## src/rtl/reg_file_wb_arbiter.sv

```systemverilog
// reg_file_wb_arbiter: write-back arbiter and RAW hazard scoreboard for the
// 32-entry register file.
//   Two write-back requesters (req0 = ALU, req1 = load/multi-cycle unit) share
//   the single reg_file write port through a round-robin arbiter. Issue claims
//   destination registers into a pending scoreboard; decode stalls on them.
// Ports:
//   clk, rst                      clock, synchronous active-high reset
//   reqN_valid/addr/data/ready    write-back request handshake (N = 0, 1)
//   claim_valid/claim_addr        issue-stage destination reservation
//   rs_addr, rt_addr, stall       decode source operands and hazard stall
//   rdwr, addr3, data3            registered reg_file write port
//   fwd_rs_en, fwd_rt_en, fwd_data  commit-stage bypass
// Optional feature: define WB_BYPASS_EN to forward the committing write to
// decode instead of stalling on it.
module reg_file_wb_arbiter #(
  parameter int unsigned DATA_W = 32,
  parameter int unsigned ADDR_W = 5
) (
  input  logic              clk,
  input  logic              rst,
  input  logic              req0_valid,
  input  logic [ADDR_W-1:0] req0_addr,
  input  logic [DATA_W-1:0] req0_data,
  output logic              req0_ready,
  input  logic              req1_valid,
  input  logic [ADDR_W-1:0] req1_addr,
  input  logic [DATA_W-1:0] req1_data,
  output logic              req1_ready,
  input  logic              claim_valid,
  input  logic [ADDR_W-1:0] claim_addr,
  input  logic [ADDR_W-1:0] rs_addr,
  input  logic [ADDR_W-1:0] rt_addr,
  output logic              stall,
  output logic              rdwr,
  output logic [ADDR_W-1:0] addr3,
  output logic [DATA_W-1:0] data3,
  output logic              fwd_rs_en,
  output logic              fwd_rt_en,
  output logic [DATA_W-1:0] fwd_data
);

  localparam int unsigned NREG = 1 << ADDR_W;
  localparam logic [ADDR_W-1:0] ZERO_REG = '0;

  logic              prio;
  logic [NREG-1:0]   pending;
  logic [NREG-1:0]   pending_nxt;
  logic              gnt0;
  logic              gnt1;
  logic              gnt_any;
  logic [ADDR_W-1:0] gnt_addr;
  logic [DATA_W-1:0] gnt_data;
  logic              pend_hit;
  logic              commit_rs;
  logic              commit_rt;

  // Round-robin grant; prio only matters when both requesters are valid.
  always_comb begin
    gnt0     = 1'b0;
    gnt1     = 1'b0;
    gnt_addr = req0_addr;
    gnt_data = req0_data;
    if (!rst) begin
      gnt0 = req0_valid && (!req1_valid || !prio);
      gnt1 = req1_valid && (!req0_valid ||  prio);
    end
    if (gnt1) begin
      gnt_addr = req1_addr;
      gnt_data = req1_data;
    end
  end

  assign gnt_any    = gnt0 || gnt1;
  assign req0_ready = gnt0;
  assign req1_ready = gnt1;

  // Scoreboard update: clear on grant, then set on claim so a new producer wins.
  always_comb begin
    pending_nxt = pending;
    if (gnt_any) begin
      pending_nxt[gnt_addr] = 1'b0;
    end
    if (claim_valid && (claim_addr != ZERO_REG)) begin
      pending_nxt[claim_addr] = 1'b1;
    end
  end

  // Arbiter priority, scoreboard and registered write port.
  always_ff @(posedge clk) begin
    if (rst) begin
      prio    <= 1'b0;
      pending <= '0;
      rdwr    <= 1'b0;
      addr3   <= '0;
      data3   <= '0;
    end else begin
      pending <= pending_nxt;
      if (gnt_any) begin
        prio  <= gnt0;
        addr3 <= gnt_addr;
        data3 <= gnt_data;
        rdwr  <= (gnt_addr != ZERO_REG);
      end else begin
        rdwr  <= 1'b0;
      end
    end
  end

  assign pend_hit = ((rs_addr != ZERO_REG) && pending[rs_addr]) ||
                    ((rt_addr != ZERO_REG) && pending[rt_addr]);

  // The write registered in addr3/data3 lands in reg_file at the coming edge,
  // so a same-cycle read of that register still returns the old value.
  assign commit_rs = rdwr && (rs_addr != ZERO_REG) && (addr3 == rs_addr);
  assign commit_rt = rdwr && (rt_addr != ZERO_REG) && (addr3 == rt_addr);

`ifdef WB_BYPASS_EN
  assign fwd_rs_en = commit_rs;
  assign fwd_rt_en = commit_rt;
  assign fwd_data  = data3;
  assign stall     = pend_hit;
`else
  assign fwd_rs_en = 1'b0;
  assign fwd_rt_en = 1'b0;
  assign fwd_data  = '0;
  assign stall     = pend_hit || commit_rs || commit_rt;
`endif

endmodule
```

## config.mk

```make
export PLATFORM = sky130hd
export DESIGN_NAME = reg_file_wb_arbiter
export DESIGN_NICKNAME = d
export VERILOG_FILES = /design/src/rtl/reg_file_wb_arbiter.sv
export SDC_FILE = /design/constraint.sdc
export NUM_CORES = 1
export LEC_CHECK = 0
export ABC_AREA = 0
export BUFFER_PORTS_ARGS = -buffer_cell sky130_fd_sc_hd__buf_2
export CAP_MARGIN = 20
export CORE_ASPECT_RATIO = 2
export CORE_MARGIN = 1.5
export CORE_UTILIZATION = 35
export DETAILED_ROUTE_END_ITERATION = 10
export GPL_TIMING_DRIVEN = 0
export PLACE_DENSITY = 0.61
export SYNTH_ARGS = -nofsm -noshare
export SYNTH_HDL_FRONTEND = slang
export SYNTH_SLANG_ARGS = --single-unit
export TNS_END_PERCENT = 50
```

## constraint.sdc

```tcl
create_clock -name clk -period 6.17 [get_ports clk]
set_input_delay 1.234 -clock clk [delete_from_list [all_inputs] [get_ports clk]]
set_output_delay 1.234 -clock clk [all_outputs]
set_load 0.03 [all_outputs]
```

# == Word level (Yosys, flattened, before mapping) ==
# Index checks and enable logic that the tools add are counted.
# op_classes
n_lt_le_gt_ge,6
mux,14
bitwise_logic,4
eq_ne,2
reduce_logical,25
# op_table
op,n
two-way mux 32 bit,3
bitwise AND 32 bit,1
inverter 32 bit,1
bitwise OR 32 bit,1
less-than comparator 5 x 6 -> 1 bit (second input constant),4
nonzero test 5 bit,4
logical AND 1 bit,11
binary-select mux 1 bit (select 5 bit),2
demux 1 bit (select 5 bit),2
== test 5 bit,2
>= comparator 5 x 1 -> 1 bit (second input constant),2
logical OR 1 bit,6
two-way mux 1 bit,6
two-way mux 5 bit,1
zero test 1 bit,3
OR reduction 2 bit,1
inverter 1 bit,1
# totals
ff_bits,71
word_cells,56

# == Logic depth before layout (Yosys ltp) ==
# Gate-level depths: netlist (run 1).
# logic_depth
depth_word,14
depth_mapped,7

# == Worst setup path after synthesis (run 1) ==
# OpenSTA, ideal clock, no wires.
# synth_path
path_kind,input to output
start,input rs_addr[0]
end,output stall
setup_slack_ns,2.266
t_arrival_ns,2.670
n_path_buf,1
path_stages,5
required_time_ns,4.936
path_cell_list,buf_2 > mux4_2 > mux2_2 > o211ai_1 > nand4_1
# synth_between
elab_chain_cells,6
word_cells_on_any_way,10
classes_between,1 x eq/ne; 2 x mux; 7 x reduce/logical
# synth_lines
item,line,text
start: declaration,31,"input logic [ADDR_W-1:0] rs_addr,"
binary-select mux 1 bit (select 5 bit),109,assign pend_hit = ((rs_addr != ZERO_REG) && pending[rs_addr]) ||
two-way mux 1 bit (not written as such),109,
logical AND 1 bit,109,
logical OR 1 bit,109,
logical OR 1 bit * (2 in a row),126,assign stall = pend_hit || commit_rs || commit_rt;
end: declaration,33,"output logic stall,"
# Mark *: on every way between the ends. The rest lies on a longest branch, timed or not. The select of a mux whose other input is x is not followed.

# == Final worst setup path (run 1) ==
# layout_path
start,input rs_addr[2]
end,output stall
# Same word-level chain as after synthesis.

==> impl_metrics.csv, run 1 <==
group,metric,value,unit
worst_setup_path,path_cells,"clkbuf_1 -> mux4_2 -> mux2i_1 -> nand2_1 -> o211ai_1 -> nand4_1 -> buf_2",
drt,ant_nets,0,
floorplanning,ios,169,
synthesis,syn_area,0.00415,sq mm
synthesis,async_reset_ff_frac,0,
floorplanning,die_area,0.0126,sq mm
timing,max_freq,235,MHz
pwr,power_density,245,mW/mm^2
global_route,grt_pass1_vias,4196,
placement,dpl-instance-area,0.00510,sq mm
placement,dp_hpwl,11000,um
layout,layout-drive-gt1-share,0.323,
synthesis,syn_inst,498,
worst_setup_path,cp_num_buf_inv,2,
global_route,grt_usage,0.222,
pwr,peakVddDrop,0.182,mV
worst_setup_path,path_class,"in -> out",
clocking,htreeDepth,3,
drt,highest_layer,"met4",
timing,tns,0,ps
floorplanning,die_w,80.0,um
layout,num_antenna_cells,0,
floorplanning,fp.dieH,157,um
timing,rsz0062_at_grt,"false",
floorplanning,initial_core_util,0.357,
synthesis,ys_seq_elements,71,
synthesis,yosys-top-cells-count,"112 x nand2_1, 71 x dfxtp_1, 44 x nor2_1",
clocking,ctsLongestPathBuffers,2,
pwr,power.share.clock,0.407,
timing,drv_slew,0,
timing,slew_headroom,0.406,
synthesis,synth_cell_types,47,
clocking,postCtsHoldBufs,0,
drt,route.vias.total,4274,
clocking,cts_resized,0,
drt,detail_route.wl_per_cell,16.6,um
timing,finalSetupViolations,0,
synthesis,syn_area_per_cell,8.33,sq um
synthesis,synth-edff-count,0,
worst_setup_path,cp.required,4940,ps
status,outcome,"complete, no violations",
synthesis,yosys_warnings,0,
worst_hold_path,hold_class,"reg -> reg",
drt,first_pass_iters,4,
timing,hold_slack,480,ps
layout,area_growth,30.4,%
global_route,grt_pass1_wl,21300,um
synthesis,synthTopCellsByArea,"dfxtp_1 34%, nand2_1 10%, mux4_2 8.1%",
drt,wl_met3,759,um
layout,final_nets,766,
floorplanning,rows,56,
worst_setup_path,end_kind,"output pin",
clocking,cts_setup_buffers,0,
synthesis,synth.largest_area_cell,"dfxtp_1",
timing,hold_viol,0,
timing,period_share,0.689,
layout,fin_area,0.00541,sq mm
clocking,clk_pin_slew,50,ps
global_route,antenna_found_initial,0,
drt,drt_iter0_drc,261,
pwr,p_int,934,uW
timing,min_period,4250,ps
pwr,switching_share,0.295,
synthesis,synth_flop_cell,"dfxtp_1",
worst_setup_path,cpLargestDelayFamily,"multiplexers",
clocking,cts_made_buffers,9,
pwr,seq_power_share,0.375,
worst_setup_path,critPathMaxStageDelay,570,ps
drt,routed_wl,13700,um
pwr,p_switching,392,uW
worst_setup_path,cp.arrival,3020,ps
synthesis,yosysTopAreaCellShare,0.343,
drt,met2RoutedLength,7810,um
placement,routabilityCongestion,0.909,
worst_setup_path,worstPathMaxFanout,8,
clocking,cts.sinks,71,
drt,post-route-drc-count,0,
placement,port_buffers,129,
worst_setup_path,cpMaxStageDelayCell,"mux4_2",
drt,vias_per_cell,5.20,
timing,tightest_slew,885,ps
floorplanning,design.core.area,0.0116,sq mm
drt,wl_met1,4570,um
pwr,power.leakage,0.00235,uW
synthesis,synth.most_common_cell,"nand2_1",
clocking,clock_latency,330,ps
flow_run,cap_violations,0,
global_route,overflow,0,
pwr,totalPowerFinal,1330,uW
timing,clock_skew,4.38,ps
clocking,ctsRootBufferMaster,"clkbuf_16",
worst_setup_path,start_kind,"input pin",
clocking,cts_tree,"built",
synthesis,seq_area_frac_synth,0.343,
global_route,grt_max_degree,12,
pwr,pwr-share-comb,0.218,
## cell usage in the layout, fill, tap and decap left out, types with 9 or more instances in the layout
cell type    n
conb_1      34
clkbuf_16    9
a311oi_1    36
buf_2      143
nor2_1      44
nand2_1    112
clkbuf_1    18
dfxtp_1     71
mux4_2      15
o31ai_1     31
a21oi_1     36
buf_4       36
## layer usage
layer	vias up	track usage
met2	178	0.425
met4	0	0.121
met5	-	0
met1	1972	0.212
li1	2094	-
met3	30	0.0452
## logic make-up after synthesis
kind of cell / after synthesis / share of synthesized area
muxes: 23 / 0.105
AOI/OAI and AO/OA: 126 / 0.219
DFF: 71 / 0.343
buffers and inverters: 74 / 0.105
and+or+nand+nor: 194 / 0.208
xor gates and xnor gates: 9 / 0.0190
other: 1 / 0.000904
## worst paths after layout
path / cells after the start / to / startpoint / slack (ps)
hold reg to reg: 2 / pending[9] / pending[9] / 480
setup / recovery: 7 / stall / rs_addr[2] / 1920
setup reg to reg: 6 / pending[4] / prio / 4220
hold / removal: 2 / pending[9] / pending[9] / 480
## worst register-to-register path, cell delays in order (launching register included)
cell and delay (ps):
dfxtp_1 380, nor2b_1 60, buf_2 160, nor4_1 350
o21ai_1 390, o31ai_1 360, a21oi_1 120
## cell type report
class	instances	area [sq um]
sequential	71	1420
clock inverter	4	70.1
fill	1195	6220
timing repair buffer	130	651
inverter	4	15.0
buffer	70	422
tap	145	181
multi-input combinational	386	2410
clock buffer	12	236
## power groups by stage
stage,Clock [uW],Sequential (uW),Combinational [uW]
3_5_place_dp,0,506,287
4_1_cts,551,497,288
6_report,540,497,288
3_3_place_gp,0,506,285
2_1_floorplan,0,543,156
5_1_grt,569,500,312
## stage by stage
| step | instances | util | worst slack (ps) |
|---|---|---|---|
| 2_1_floorplan | 531 | - | 2270 |
| 3_3_place_gp | 805 | 0.438 | 1930 |
| 3_5_place_dp | 805 | 0.438 | 1900 |
| 4_1_cts | 821 | 0.465 | 1900 |
| 5_1_grt | 822 | 0.465 | 1820 |
| 6_report | 822 | 0.465 | 1920 |
## sequential cells by signal, summed over array words and instances (netlist names)
signal and flops:
rdwr 1, data3 32, prio 1, pending 32, addr3 5
Note: power is estimated with default switching activity, not from simulation.
==> run 2, diff against run 1 <==
--- a/config.mk
+++ b/config.mk
@@ -13,7 +13,7 @@
 export CORE_UTILIZATION = 35
 export DETAILED_ROUTE_END_ITERATION = 10
 export GPL_TIMING_DRIVEN = 0
-export PLACE_DENSITY = 0.61
+export PLACE_DENSITY = 0.63
 export SYNTH_ARGS = -nofsm -noshare
 export SYNTH_HDL_FRONTEND = slang
 export SYNTH_SLANG_ARGS = --single-unit
==> constraint.sdc (replaced) <==
create_clock -name clk -period 3.86 [get_ports clk]
set_input_delay 0.772 -clock clk [delete_from_list [all_inputs] [get_ports clk]]
set_output_delay 0.772 -clock clk [all_outputs]
set_load 0.03 [all_outputs]
==> run 2 against run 1 <==
Net effect:
- first-iteration DRC count rose by 32%
- sequential power rose by 60%
- clock power rose by 93%
- sequential share of layout area fell by 0.29 points
- die area did not move
- non-clock buffer count fell by 1
- total power rose by 73%
- largest cell class unchanged
- critical path depth rose by 1
- global-route usage rose by 0.50 points
==> impl_metrics.csv, run 2 (synthesized netlist as in run 1, its figures left out) <==
group,metric,value,unit
drt,routed_wl,14000,um
worst_setup_path,cpMaxStageDelayCell,"mux4_2",
placement,routabilityCongestion,0.854,
global_route,grt_pass1_vias,4388,
global_route,antenna_found_initial,0,
layout,reg_top3,"data3 x32, pending x32, addr3 x5",
clocking,htreeDepth,3,
clocking,cts_tree,"built",
timing,period_share,0.871,
placement,post-place-ws,495,ps
timing,tightest_slew,1100,ps
floorplanning,die_w,80.0,um
clocking,ctsRootBufferMaster,"clkbuf_16",
drt,ant_nets,0,
floorplanning,fp.dieH,157,um
floorplanning,initial_core_util,0.357,
layout,final_nets,765,
worst_setup_path,start_kind,"input pin",
floorplanning,die_area,0.0126,sq mm
worst_setup_path,end_kind,"output pin",
placement,dp_hpwl,11000,um
timing,hold_slack,487,ps
clocking,ctsLongestPathBuffers,2,
layout,layout_common_cells,"142 x buf_2, 112 x nand2_1, 71 x dfxtp_1",
clocking,cts.sinks,71,
drt,route.vias.total,4387,
global_route,grt_usage,0.227,
clocking,clk_pin_slew,50,ps
clocking,clock_latency,350,ps
timing,slew_headroom,0.266,
clocking,cts_setup_buffers,0,
layout,final_common_cell,"buf_2",
timing,max_freq,298,MHz
worst_setup_path,path_class,"in -> out",
drt,detail_route.wl_per_cell,17.0,um
clocking,cts_resized,0,
flow_run,cap_violations,0,
drt,post-route-drc-count,0,
worst_setup_path,critPathMaxStageDelay,610,ps
floorplanning,design.core.area,0.0116,sq mm
timing,finalSetupViolations,0,
timing,hold_viol,0,
global_route,grt_max_degree,13,
timing,worst_slack,499,ps
pwr,power_density,420,mW/mm^2
layout,num_antenna_cells,0,
timing,tns,0,ps
timing,min_period,3360,ps
worst_hold_path,hold_class,"reg -> reg",
worst_setup_path,cp.required,3090,ps
global_route,grt_pass1_wl,21700,um
layout,area_growth,31.9,%
pwr,power.leakage,0.00237,uW
layout,layout-drive-gt1-share,0.325,
drt,vias_per_cell,5.34,
worst_setup_path,cpMostUsedCell,"buf_2",
floorplanning,rows,56,
placement,port_buffers,129,
drt,first_pass_iters,5,
floorplanning,ios,169,
timing,rsz0062_at_grt,"false",
drt,drt_iter0_drc,344,
clocking,cts_made_buffers,9,
worst_setup_path,path_cells,"buf_2 -> buf_2 -> mux4_2 -> nand3b_1 -> o311ai_0 -> a31oi_1 -> nand4_1 -> buf_2",
worst_setup_path,reg2reg_slack,1950,ps
worst_setup_path,cp.arrival,2590,ps
pwr,peakVddDrop,0.233,mV
status,outcome,"complete, no violations",
clocking,postCtsHoldBufs,0,
timing,clock_skew,7.03,ps
global_route,overflow,0,
worst_setup_path,worstPathMaxFanout,10,
timing,drv_slew,0,
==> run 2: changes by cell type in the layout (fill, tap and decap cells not counted) <==
cell,change
clkinv_2,-2
buf_2,-1
clkbuf_8,+1
bufinv_16,+2
clkbuf_1,-2
clkinv_4,+1
==> run 2: critical path: cells and delay by family <==
kind            cells  cell delay [ps]
mux                 1              610
compound gates      2              380
simple gates        2              240
buf+inv             3              590
==> run 2: layer usage <==
metal	track usage	wire, um	share of wire	up-vias
met1	0.206	4520	0.32	2026
met4	0.156	703	0.050	0
met5	0	0	0	-
li1	-	-	-	2094
met2	0.422	7820	0.56	219
met3	0.0591	916	0.066	48
==> run 2: power breakdown <==
part	switching (uW)	internal (uW)	total [uW]
Combinational	300	159	460
Sequential	24.5	770	794
Clock	326	716	1040
Total	651	1640	2300
==> run 2: metrics by stage <==
| stage | power, uW | instances | area (sq um) | util |
|---|---|---|---|---|
| CTS | 2310 | 821 | 5470 | 0.470 |
| global route | 2380 | 821 | 5470 | 0.470 |
| floorplan | 1120 | 531 | 4270 | - |
| finish | 2300 | 821 | 5470 | 0.470 |
| global placement | 1260 | 805 | 5100 | 0.438 |
| detailed placement | 1270 | 805 | 5100 | 0.438 |
==> run 2: cell type report <==
cell class              count  area [sq um]
flip-flops and latches     71          1420
clock inverters             5           129
well taps                 145           181
plain buffers              70           422
repair buffers            129           646
clock buffers              11           243
fillers                  1208          6160
inverters                   4          15.0
multi-input cells         386          2410
==> run 2: final timing paths <==
check                  start           to  cells past startpoint
setup reg to reg        prio  pending[29]                      6
hold / removal    pending[6]   pending[6]                      2
setup / recovery  rs_addr[0]        stall                      8
hold reg to reg   pending[6]   pending[6]                      2
